===== config.mk =====
export PLATFORM = sky130hd
export DESIGN_NAME = ice40_audio_fb_wgt_seq
export DESIGN_NICKNAME = d
export VERILOG_FILES = /design/src/rtl/ice40_audio_fb_wgt_seq.sv
export SDC_FILE = /design/constraint.sdc
export NUM_CORES = 1
export LEC_CHECK = 0
export ABC_AREA = 1
export CORE_UTILIZATION = 55
export DETAILED_ROUTE_END_ITERATION = 16
export DONT_BUFFER_PORTS = 1
export MAX_ROUTING_LAYER = met4
export PLACE_DENSITY = 0.7
export SYNTH_ARGS = -nofsm -noshare
export SYNTH_HDL_FRONTEND = slang
export SYNTH_SLANG_ARGS = --single-unit

===== constraint.sdc =====
create_clock -name clk -period 2.2 [get_ports clk]
set_clock_uncertainty 0.15 [all_clocks]
set_input_delay 0.66 -clock clk [delete_from_list [all_inputs] [get_ports clk]]
set_output_delay 0.66 -clock clk [all_outputs]
set_load 0.02 [all_outputs]

===== src/rtl/ice40_audio_fb_wgt_seq.sv =====
// ice40_audio_fb_wgt_seq
// Sequencer and owner of the audio filter-bank weight store. The store is a
// single-port 16-bit memory with auto-incrementing addresses and a 1-cycle
// read latency.
//   LOAD : packs the flash byte stream (low byte first) into 16-bit words
//          and writes WGT_WORDS of them.
//   RUN  : per frame, rewinds the read pointer, then issues NUM_BURST bursts
//          of BURST_LEN reads, with GAP_CYC idle cycles between bursts.
// Writes and reads never share a cycle, because the two phases are disjoint
// FSM states.
//
// Optional feature: define WGT_CKSUM_EN to add a 16-bit load checksum.
//   - Adds input i_exp_cksum and output o_cksum.
//   - A load completes only if the modulo sum of the written words matches
//     i_exp_cksum.
//
// Ports
//   clk, resetn        clock; async active-low reset
//   i_load_start       pulse: begin a weight load
//   i_byte_val/i_byte  byte stream from the flash loader
//   i_frame_start      pulse: run one frame
//   i_cons_rdy         MAC accepts a word issued this cycle
//   o_init_addr        store: clear write address
//   o_wgt_wr/o_wgt_in  store: write strobe and data
//   o_rst_addr         store: clear read address
//   o_rd               store: read strobe
//   i_weight/_val      store: read data and valid
//   o_data/_val        MAC: store read data, passed through
//   o_data_last        MAC: last word of the burst
//   o_burst_idx        MAC: current burst number
//   o_load_busy        high while loading
//   o_load_done        sticky: weights are valid
//   o_frame_done       pulse at end of frame
//   o_err              pulse on a rejected request
module ice40_audio_fb_wgt_seq #(
  parameter int BURST_LEN = 64,
  parameter int NUM_BURST = 40,
  parameter int GAP_CYC   = 4,
  parameter int WGT_WORDS = NUM_BURST * BURST_LEN
) (
  input  logic        clk,
  input  logic        resetn,
  input  logic        i_load_start,
  input  logic        i_byte_val,
  input  logic [7:0]  i_byte,
  input  logic        i_frame_start,
  input  logic        i_cons_rdy,
`ifdef WGT_CKSUM_EN
  input  logic [15:0] i_exp_cksum,
  output logic [15:0] o_cksum,
`endif
  output logic        o_init_addr,
  output logic        o_wgt_wr,
  output logic [15:0] o_wgt_in,
  output logic        o_rst_addr,
  output logic        o_rd,
  input  logic [15:0] i_weight,
  input  logic        i_weight_val,
  output logic [15:0] o_data,
  output logic        o_data_val,
  output logic        o_data_last,
  output logic [7:0]  o_burst_idx,
  output logic        o_load_busy,
  output logic        o_load_done,
  output logic        o_frame_done,
  output logic        o_err
);

  typedef enum logic [2:0] {
    S_IDLE, S_LOAD, S_RUN_RST, S_RUN_RD, S_RUN_GAP, S_RUN_TAIL
  } state_t;

  state_t      state;
  logic        byte_ph;    // 1: low byte held, waiting for the high byte
  logic [7:0]  byte0;
  logic [14:0] wr_cnt;
  logic [8:0]  rd_cnt;
  logic [7:0]  burst_idx;
  logic [3:0]  gap_cnt;
  logic        last_q;
  logic [7:0]  idx_q;
  logic [15:0] word;
  logic        burst_end;
  logic        req;
  logic        load_ok;

  assign word      = {i_byte, byte0};
  assign burst_end = (rd_cnt == 9'(BURST_LEN - 1));
  assign req       = i_load_start | i_frame_start;

  // A read is issued only when the MAC can take it. There is no output-side
  // stall, so the issue itself is the handshake.
  assign o_rd = (state == S_RUN_RD) && i_cons_rdy;

  assign o_data      = i_weight;
  assign o_data_val  = i_weight_val;
  assign o_data_last = last_q;
  assign o_burst_idx = idx_q;

`ifdef WGT_CKSUM_EN
  logic [15:0] sum;
  assign o_cksum = sum;
  // The final word is still in flight, so fold it into the comparison.
  assign load_ok = ((sum + word) == i_exp_cksum);
`else
  assign load_ok = 1'b1;
`endif

  always_ff @(posedge clk or negedge resetn) begin
    if (!resetn) begin
      state        <= S_IDLE;
      byte_ph      <= 1'b0;
      byte0        <= '0;
      wr_cnt       <= '0;
      rd_cnt       <= '0;
      burst_idx    <= '0;
      gap_cnt      <= '0;
      last_q       <= 1'b0;
      idx_q        <= '0;
      o_init_addr  <= 1'b0;
      o_wgt_wr     <= 1'b0;
      o_wgt_in     <= '0;
      o_rst_addr   <= 1'b0;
      o_load_busy  <= 1'b0;
      o_load_done  <= 1'b0;
      o_frame_done <= 1'b0;
      o_err        <= 1'b0;
`ifdef WGT_CKSUM_EN
      sum          <= '0;
`endif
    end else begin
      o_init_addr  <= 1'b0;
      o_wgt_wr     <= 1'b0;
      o_rst_addr   <= 1'b0;
      o_frame_done <= 1'b0;
      o_err        <= 1'b0;
      // Issue-time tags, delayed one cycle to line up with the store's data.
      last_q <= o_rd && burst_end;
      idx_q  <= o_rd ? burst_idx : 8'd0;

      case (state)
        S_IDLE: begin
          if (i_load_start) begin
            state       <= S_LOAD;
            o_init_addr <= 1'b1;
            o_load_done <= 1'b0;
            o_load_busy <= 1'b1;
            byte_ph     <= 1'b0;
            wr_cnt      <= '0;
            o_err       <= i_frame_start;  // dropped frame request
`ifdef WGT_CKSUM_EN
            sum         <= '0;
`endif
          end else if (i_frame_start) begin
            if (o_load_done) begin
              state      <= S_RUN_RST;
              o_rst_addr <= 1'b1;
              rd_cnt     <= '0;
              burst_idx  <= '0;
              gap_cnt    <= '0;
            end else begin
              o_err <= 1'b1;
            end
          end
        end

        S_LOAD: begin
          o_err <= req;
          if (i_byte_val) begin
            if (!byte_ph) begin
              byte0   <= i_byte;
              byte_ph <= 1'b1;
            end else begin
              byte_ph  <= 1'b0;
              o_wgt_wr <= 1'b1;
              o_wgt_in <= word;
              wr_cnt   <= wr_cnt + 15'd1;
`ifdef WGT_CKSUM_EN
              sum      <= sum + word;
`endif
              if (wr_cnt == 15'(WGT_WORDS - 1)) begin
                state       <= S_IDLE;
                o_load_busy <= 1'b0;
                if (load_ok) o_load_done <= 1'b1;
                else         o_err       <= 1'b1;
              end
            end
          end
        end

        S_RUN_RST: begin
          o_err <= req;
          state <= S_RUN_RD;
        end

        S_RUN_RD: begin
          o_err <= req;
          if (o_rd) begin
            if (burst_end) begin
              rd_cnt <= '0;
              if (burst_idx < 8'(NUM_BURST - 1)) begin
                if (GAP_CYC == 0) begin
                  burst_idx <= burst_idx + 8'd1;
                end else begin
                  state   <= S_RUN_GAP;
                  gap_cnt <= '0;
                end
              end else begin
                state <= S_RUN_TAIL;
              end
            end else begin
              rd_cnt <= rd_cnt + 9'd1;
            end
          end
        end

        S_RUN_GAP: begin
          o_err <= req;
          if (gap_cnt == 4'(GAP_CYC - 1)) begin
            gap_cnt   <= '0;
            burst_idx <= burst_idx + 8'd1;
            state     <= S_RUN_RD;
          end else begin
            gap_cnt <= gap_cnt + 4'd1;
          end
        end

        // The last read's data is on the bus this cycle; done follows it.
        S_RUN_TAIL: begin
          o_err        <= req;
          o_frame_done <= 1'b1;
          burst_idx    <= '0;
          state        <= S_IDLE;
        end

        default: state <= S_IDLE;
      endcase
    end
  end

endmodule


==> summary.txt, run 1 <==
Maximum level of the CTS H-tree - 3
CTS buffer count - 9
Routed length per instance - 13.0 µm
Detailed-route vias per instance - 5.29
Wire length of the first global-routing pass - 13400 µm
Least setup slack across all paths after layout - 126 ps
Sequential fraction of the synthesis area - 49.7%
Fraction of registers with async set/reset - 100%
Cell count after synthesis - 501
Number of pins exceeding their max-slew limit in the final report - 0
Number of clock sinks - 80
Post-layout instance area - 4190 µm²
Post-placement cell area - 4010 µm²
Category of the worst setup path capture point - output port
Hold/Removal Path Class - primary input to asynchronous set/reset pin
Total count of hold-check failures in the final report - 80
Total gr overflow - 0
Antenna violations before repair - 0
Tightest Pin Transition - 664 ps
Share of Yosys cell area claimed by the top area cell type - 49.7%
Unrepaired setup endpoints after global routing - no
Peak clock frequency supported by timing - 482 MHz
Clock root buffer - clkbuf_8
Maximum number of pins on one net before global-route repair - 81
Post-Route Setup TNS - 0 ps
Height of the die - 87.6 µm
Filler Cell Count - 630
Remaining design rule violation count - 0
Max transition margin - 55.7%
Power per unit of standard cell area - 1170 nW/µm²
Vias in the first global route - 2972
Setup-violating endpoint count in the final report - 0
Post-route total power - 4.91 mW
Worst setup path category - flip-flop to output port
Synthesized Nets - 536
Kind of start point of the critical path - flip-flop
Global placer's final weighted congestion - 0.906
Post-placement setup slack - 263 ps
Failing checks - hold timing
Largest fanout on the critical path - 8
Ys flop type - dfrtp_1
Share of final-layout standard cells stronger than drive strength 1 - 8.06%
WP data required - 1390 ps
Number of setup buffers added after CTS - 0
Number of synthesized flops with an enable pin - 0
Lkg Pwr - 2.00 nW
Commonest non-fill, non-tap cell in the layout - nand2_1
Register bit count reported by yosys - 80
Port-buffer cells - 0
Average cell area after synthesis - 8.04 µm²
Distinct cells, synth - 30
Run status - finished with violations
Floorplan row count - 30
Final routed wirelength across all metal layers - 7680 µm
Period minus WS final - 2070 ps
Worst-case hold slack - -157 ps
Worst-case clock buffer depth - 2
Number of warning messages in the yosys log - 0
Clock edge transition at the registers on the reported setup and hold paths - 90 ps
Floorplan die area - 7670 µm²
Relative area change from synthesis to final layout - 4.01%
Vias - 3131
Share of the cycle needed by the critical path after routing - 94.3%
Insertion delay to the later sink of the worst-skew pair - 350 ps
DPL Wire Length - 5340 µm
Biggest area consumer among synthesized cells - dfrtp_1
Number of nets in the finished design - 526
Commonest non-fill, non-tap cells in the layout - 133 x nand2_1, 79 x dfrtp_1, 53 x inv_1
Max cap viols - 0
First-iteration detailed-routing DRC count - 131
Peak VDD IR - 683 µV
Crit path DAT - 1260 ps
Initial cell density of the core - 58.0%
Standard cell core area - 6940 µm²
DRT antenna net count - 0
Chip Width - 87.6 µm
Synth Cell Area - 4030 µm²
Area contributors post-synth - dfrtp_1 50%, nand2_1 12%, o21ai_0 5.3%, inv_1 5.0%, nand3_1 4.7%
Antenna fix cells - 0
Total global routing track utilization - 23.0%
Clock tree from TritonCTS - built
Count of boundary I/O pins - 81
Number of iterations in the first detailed-routing pass - 4
kinds of logic (layout without fill, tap and decap cells):
group	Yosys count	after routing	synth area share, %
AO/OA/AOI/OAI	64	64	8.55
XOR/XNOR	5	5	1.09
adder cells (fa/ha/maj)	4	4	1.24
buffers and inverters	82	77	9.82
flip-flops	80	80	49.7
AND/OR/NAND/NOR	266	266	29.6
cell usage after synthesis, types with 2 or more instances:
cell      count
nor2_1       43
nand2_2       4
nand3_1      38
nor2_2        4
nor2_4        3
buf_2         7
ha_1          4
nor3_1       11
nand4_1      21
o21ai_1       9
a21oi_1       7
buf_4        18
nand2_1     133
inv_1        54
nand3b_1      5
nand3_2       2
o21ai_0      43
xor2_1        4
dfrtp_1      80
metal layers:
metal / routed length (µm) / track usage (%) / up-vias
met5: 0 / - / -
met4: 108 / 7.75 / 0
met3: 374 / 5.47 / 13
met2: 3360 / 35.9 / 81
met1: 3840 / 29.8 / 1445
li1: - / - / 1592
report_power, final:
group | total (mW) | switching, mW | internal (mW) | leakage, nW
Combinational | 1.46 | 0.977 | 0.482 | 0.839
Clock | 0.987 | 0.559 | 0.428 | 0.0890
Sequential | 2.46 | 0.573 | 1.89 | 1.08
Total | 4.91 | 2.11 | 2.80 | 2.00
stage by stage:
| stage | util [%] | hold slack (ps) | std cells |
|---|---|---|---|
| final | 60.3 | -157 | 592 |
| after global routing | 60.3 | -180 | 592 |
| after CTS | 60.3 | -169 | 592 |
| after detailed placement | 57.7 | 216 | 576 |
| after global placement | 57.7 | 217 | 576 |
| after floorplan | - | 214 | 501 |
layout make-up:
type,count,area (µm²),area share [%]
Tap cell,96,120,2.87
Clock inverter,6,53.8,1.28
Timing Repair Buffer,6,45.0,1.08
Multi-Input combinational cell,339,1630,38.9
Inverter,55,209,4.99
Sequential cell,80,2000,47.8
Clock buffer,10,128,3.05
sequential cells by signal, summed over array words and instances, names as in the netlist:
name	cells
rd_cnt	9
o_load_busy	1
o_wgt_in	16
o_init_addr	1
o_wgt_wr	1
o_frame_done	1
o_load_done	1
o_rst_addr	1
byte_ph	1
o_data_last	1
gap_cnt	4
wr_cnt	15
state	3
o_burst_idx	8
byte0	8
o_err	1
burst_idx	8
final timing paths:
| kind | startpoint | endpoint | slack (ps) | cells after the start |
|---|---|---|---|---|
| hold reg to reg | byte0[3] | o_wgt_in[3] | 340 | 2 |
| setup reg to reg | wr_cnt[0] | state[1] | 280 | 8 |
| setup / recovery | state[2] | o_rd | 130 | 3 |
| min in group clk | i_byte[6] | o_wgt_in[14] | 300 | 2 |
| hold / removal | resetn | byte0[6] | -160 | 0 |
| max in group asynchronous | resetn | wr_cnt[2] | 1910 | 0 |
worst max-delay path, cell delays in order, from the launching register on:
cell,delay (ps)
dfrtp_1,500
nor2_1,190
nand2_1,100
inv_2,140
timing repair:
item / CTS / global route
hold endpoints to repair: 80 / 80
pin swaps: 0 / 0
gates resized for setup: 1 / 1
endpoints found under the setup margin: 1 / 1
Note: power is estimated with default switching activity, not from simulation.
==> run 2: changes to the inputs <==
--- a/config.mk
+++ b/config.mk
@@ -5,12 +5,13 @@
 export SDC_FILE = /design/constraint.sdc
 export NUM_CORES = 1
 export LEC_CHECK = 0
-export ABC_AREA = 1
+export ABC_AREA = 0
 export CORE_UTILIZATION = 55
 export DETAILED_ROUTE_END_ITERATION = 16
 export DONT_BUFFER_PORTS = 1
 export MAX_ROUTING_LAYER = met4
 export PLACE_DENSITY = 0.7
+export SLEW_MARGIN = 25
 export SYNTH_ARGS = -nofsm -noshare
 export SYNTH_HDL_FRONTEND = slang
 export SYNTH_SLANG_ARGS = --single-unit
==> run 2 against run 1 <==
Net effect:
- the flow finishes with violations (DRC, hold timing)
- hold slack worse by 9.4 ps
- core utilization grew 1.3 points
- clock power hardly changed
- synthesized area shrank 6.0%
- largest power group unchanged
- sequential power down 4%
- synthesized cell count decreased by 30%
- cell area fell by 4.5%
- final cell count decreased by 27%
- worst setup slack got worse by 87 ps
- largest cell class unchanged
- highest routed layer unchanged
==> summary.txt, run 2 <==
Count of boundary I/O pins - 81
Height of the die - 85.0 µm
Peak clock frequency supported by timing - 463 MHz
Kind of start point of the critical path - flip-flop
Share of Yosys cell area claimed by the top area cell type - 52.9%
Post-layout instance area - 4000 µm²
Routed length per instance - 15.8 µm
Post-placement setup slack - 100 ps
Run status - finished with violations
Critical-path top delay cell - dfrtp_2
Synth Cell Area - 3780 µm²
Hold/Removal Path Class - primary input to asynchronous set/reset pin
Largest fanout on the critical path - 12
Number of warning messages in the yosys log - 0
Area contributors post-synth - dfrtp_1 53%, mux2_2 7.1%, buf_4 3.8%, nor2_1 3.3%, o21ai_0 2.5%
Cell count after synthesis - 350
Initial cell density of the core - 58.3%
Critical-path cell list - nor2b_1, and3_4
Total global routing track utilization - 21.6%
Register bit count reported by yosys - 80
DRT antenna net count - 0
Bufs and invs on worst path - 0
Number of clock sinks - 80
Chip Width - 85.0 µm
Number of pins exceeding their max-slew limit in the final report - 0
Leading registers by flop count - o_wgt_in: 16 flops, wr_cnt: 15 flops, rd_cnt: 9 flops
Antenna fix cells - 0
Insertion delay to the later sink of the worst-skew pair - 360 ps
Share of the cycle needed by the critical path after routing - 98.2%
CP top delay family - simple AND/OR/NAND/NOR gates
Port-buffer cells - 0
Crit path DAT - 1350 ps
Maximum level of the CTS H-tree - 3
Biggest area consumer among synthesized cells - dfrtp_1
Standard cell core area - 6490 µm²
Largest stage delay on the critical path - 460 ps
Worst setup path category - flip-flop to output port
Detailed-route vias per instance - 5.75
Max cap viols - 0
Category of the worst setup path capture point - output port
Total area of sequential cells - 2000 µm²
Fraction of registers with async set/reset - 100%
Total count of hold-check failures in the final report - 80
Global placer's final weighted congestion - 0.834
Synthesized Nets - 385
Peak VDD IR - 888 µV
Average cell area after synthesis - 10.8 µm²
Sequential fraction of the synthesis area - 52.9%
Flip-flop count of the largest register after layout - 16
Antenna violations before repair - 0
Wire length of the first global-routing pass - 11800 µm
Synth cell count leaders - 80 x dfrtp_1, 33 x nor2_1, 24 x mux2_2, 24 x nand2_1
Floorplan row count - 29
Least setup slack across all paths after layout - 38.7 ps
Worst-case hold slack - -166 ps
Number of nets in the finished design - 383
Commonest non-fill, non-tap cells in the layout - 79 x dfrtp_1, 33 x nor2_1, 24 x nand2_1, 24 x mux2_2, 19 x o21ai_0
Period minus WS final - 2160 ps
Failing checks - DRC, hold timing
Final routed wirelength across all metal layers - 6790 µm
DPL Wire Length - 4580 µm
Ys flop type - dfrtp_1
Distinct cells, synth - 57
Worst-case clock buffer depth - 2
Total gr overflow - 0
Tightest Pin Transition - 479 ps
Filler Cell Count - 539
Relative area change from synthesis to final layout - 5.69%
Dominant cell by count in the synthesized netlist - dfrtp_1
Clock edge transition at the registers on the reported setup and hold paths - 90 ps
Vias - 2473
Multi-input combinational cell area - 1550 µm²
WP data required - 1390 ps
Total instance count after detailed placement - 414
CTS buffer count - 9
Number of synthesized flops with an enable pin - 0
Post-route total power - 4.57 mW
Post-Layout Cell Count - 430
Clock root buffer - clkbuf_8
Share of final-layout standard cells stronger than drive strength 1 - 19.8%
Setup-violating endpoint count in the final report - 0
Post-placement cell area - 3810 µm²
First-iteration detailed-routing DRC count - 91
Maximum number of pins on one net before global-route repair - 81
Remaining design rule violation count - 3
Vias in the first global route - 2491
Power per unit of standard cell area - 1140 nW/µm²
Max transition margin - 67.6%
Number of iterations in the first detailed-routing pass - 10
Clock tree from TritonCTS - built
Floorplan die area - 7220 µm²
Lkg Pwr - 1.80 nW
Commonest non-fill, non-tap cell in the layout - dfrtp_1
Register bank with the most flops - o_wgt_in
## run 2: kinds of logic after synthesis
kind of cell / synth area share (%)
simple gates: 17.4
flops: 52.9
compound gates: 10.0
buf+inv: 6.28
mux: 7.67
xor+xnor: 4.40
fa+ha+maj: 1.32
## run 2: what timing repair did
| item | CTS | global route |
|---|---|---|
| resized for setup | 2 | 2 |
| hold endpoints to repair | 80 | 80 |
| setup buffers | 0 | 0 |
| setup endpoints to repair | 1 | 3 |
| pin swaps | 0 | 1 |
## run 2: final timing paths
path / from / to / slack (ps) / cells after the start
worst max-delay path: state[0] / o_rd / 40 / 2
worst min-delay path: resetn / o_burst_idx[4] / -170 / 0
worst max register to register: burst_idx[0] / gap_cnt[0] / 100 / 6
worst min register to register: byte0[2] / byte0[2] / 360 / 1
max in group asynchronous: resetn / o_wgt_in[0] / 1940 / 0
min in group clk: i_byte[5] / byte0[5] / 290 / 1
## run 2: power by group
part           switching (mW)  leakage (nW)  internal (mW)
registers               0.509          1.05           1.85
logic                   0.626         0.666          0.602
clock network           0.572        0.0822          0.417
## run 2: layout make-up
class / count / share of cell area [%]
flip-flops and latches: 80 / 50.1
multi-input cells: 229 / 38.8
repair buffers: 17 / 3.19
clock buffers: 9 / 3.10
well taps: 77 / 2.41
clock inverters: 7 / 1.35
inverters: 11 / 1.03
## run 2: layer usage
metal,track usage (%),vias up,routed length (µm)
li1,-,1202,-
met1,29.6,1190,3200
met2,30.9,69,3150
met3,5.93,12,333
met4,8.17,0,107
met5,-,-,0
## run 2: per-stage QoR
stage | util, % | setup TNS (ps) | hold slack (ps)
2_1_floorplan | - | 0 | 214
3_3_place_gp | 58.7 | 0 | 216
3_5_place_dp | 58.7 | 0 | 216
4_1_cts | 61.5 | 0 | -181
5_1_grt | 61.6 | -0.0338 | -193
6_report | 61.6 | 0 | -166
## run 2: worst register-to-register path: cells and delay by family (launching register included)
kind,cells,cell delay (ps)
AOI/OAI and AO/OA,4,1040
DFF,1,430
adders and majority gates,1,260
muxes,1,90
==> run 3: changes to the inputs <==
--- a/config.mk
+++ b/config.mk
@@ -11,6 +11,7 @@
 export DONT_BUFFER_PORTS = 1
 export MAX_ROUTING_LAYER = met4
 export PLACE_DENSITY = 0.7
+export SKIP_CTS_REPAIR_TIMING = 1
 export SLEW_MARGIN = 25
 export SYNTH_ARGS = -nofsm -noshare
 export SYNTH_HDL_FRONTEND = slang
==> results of run 3 <==
Same layout as run 2: the final DEF is identical, and so are final timing and power.
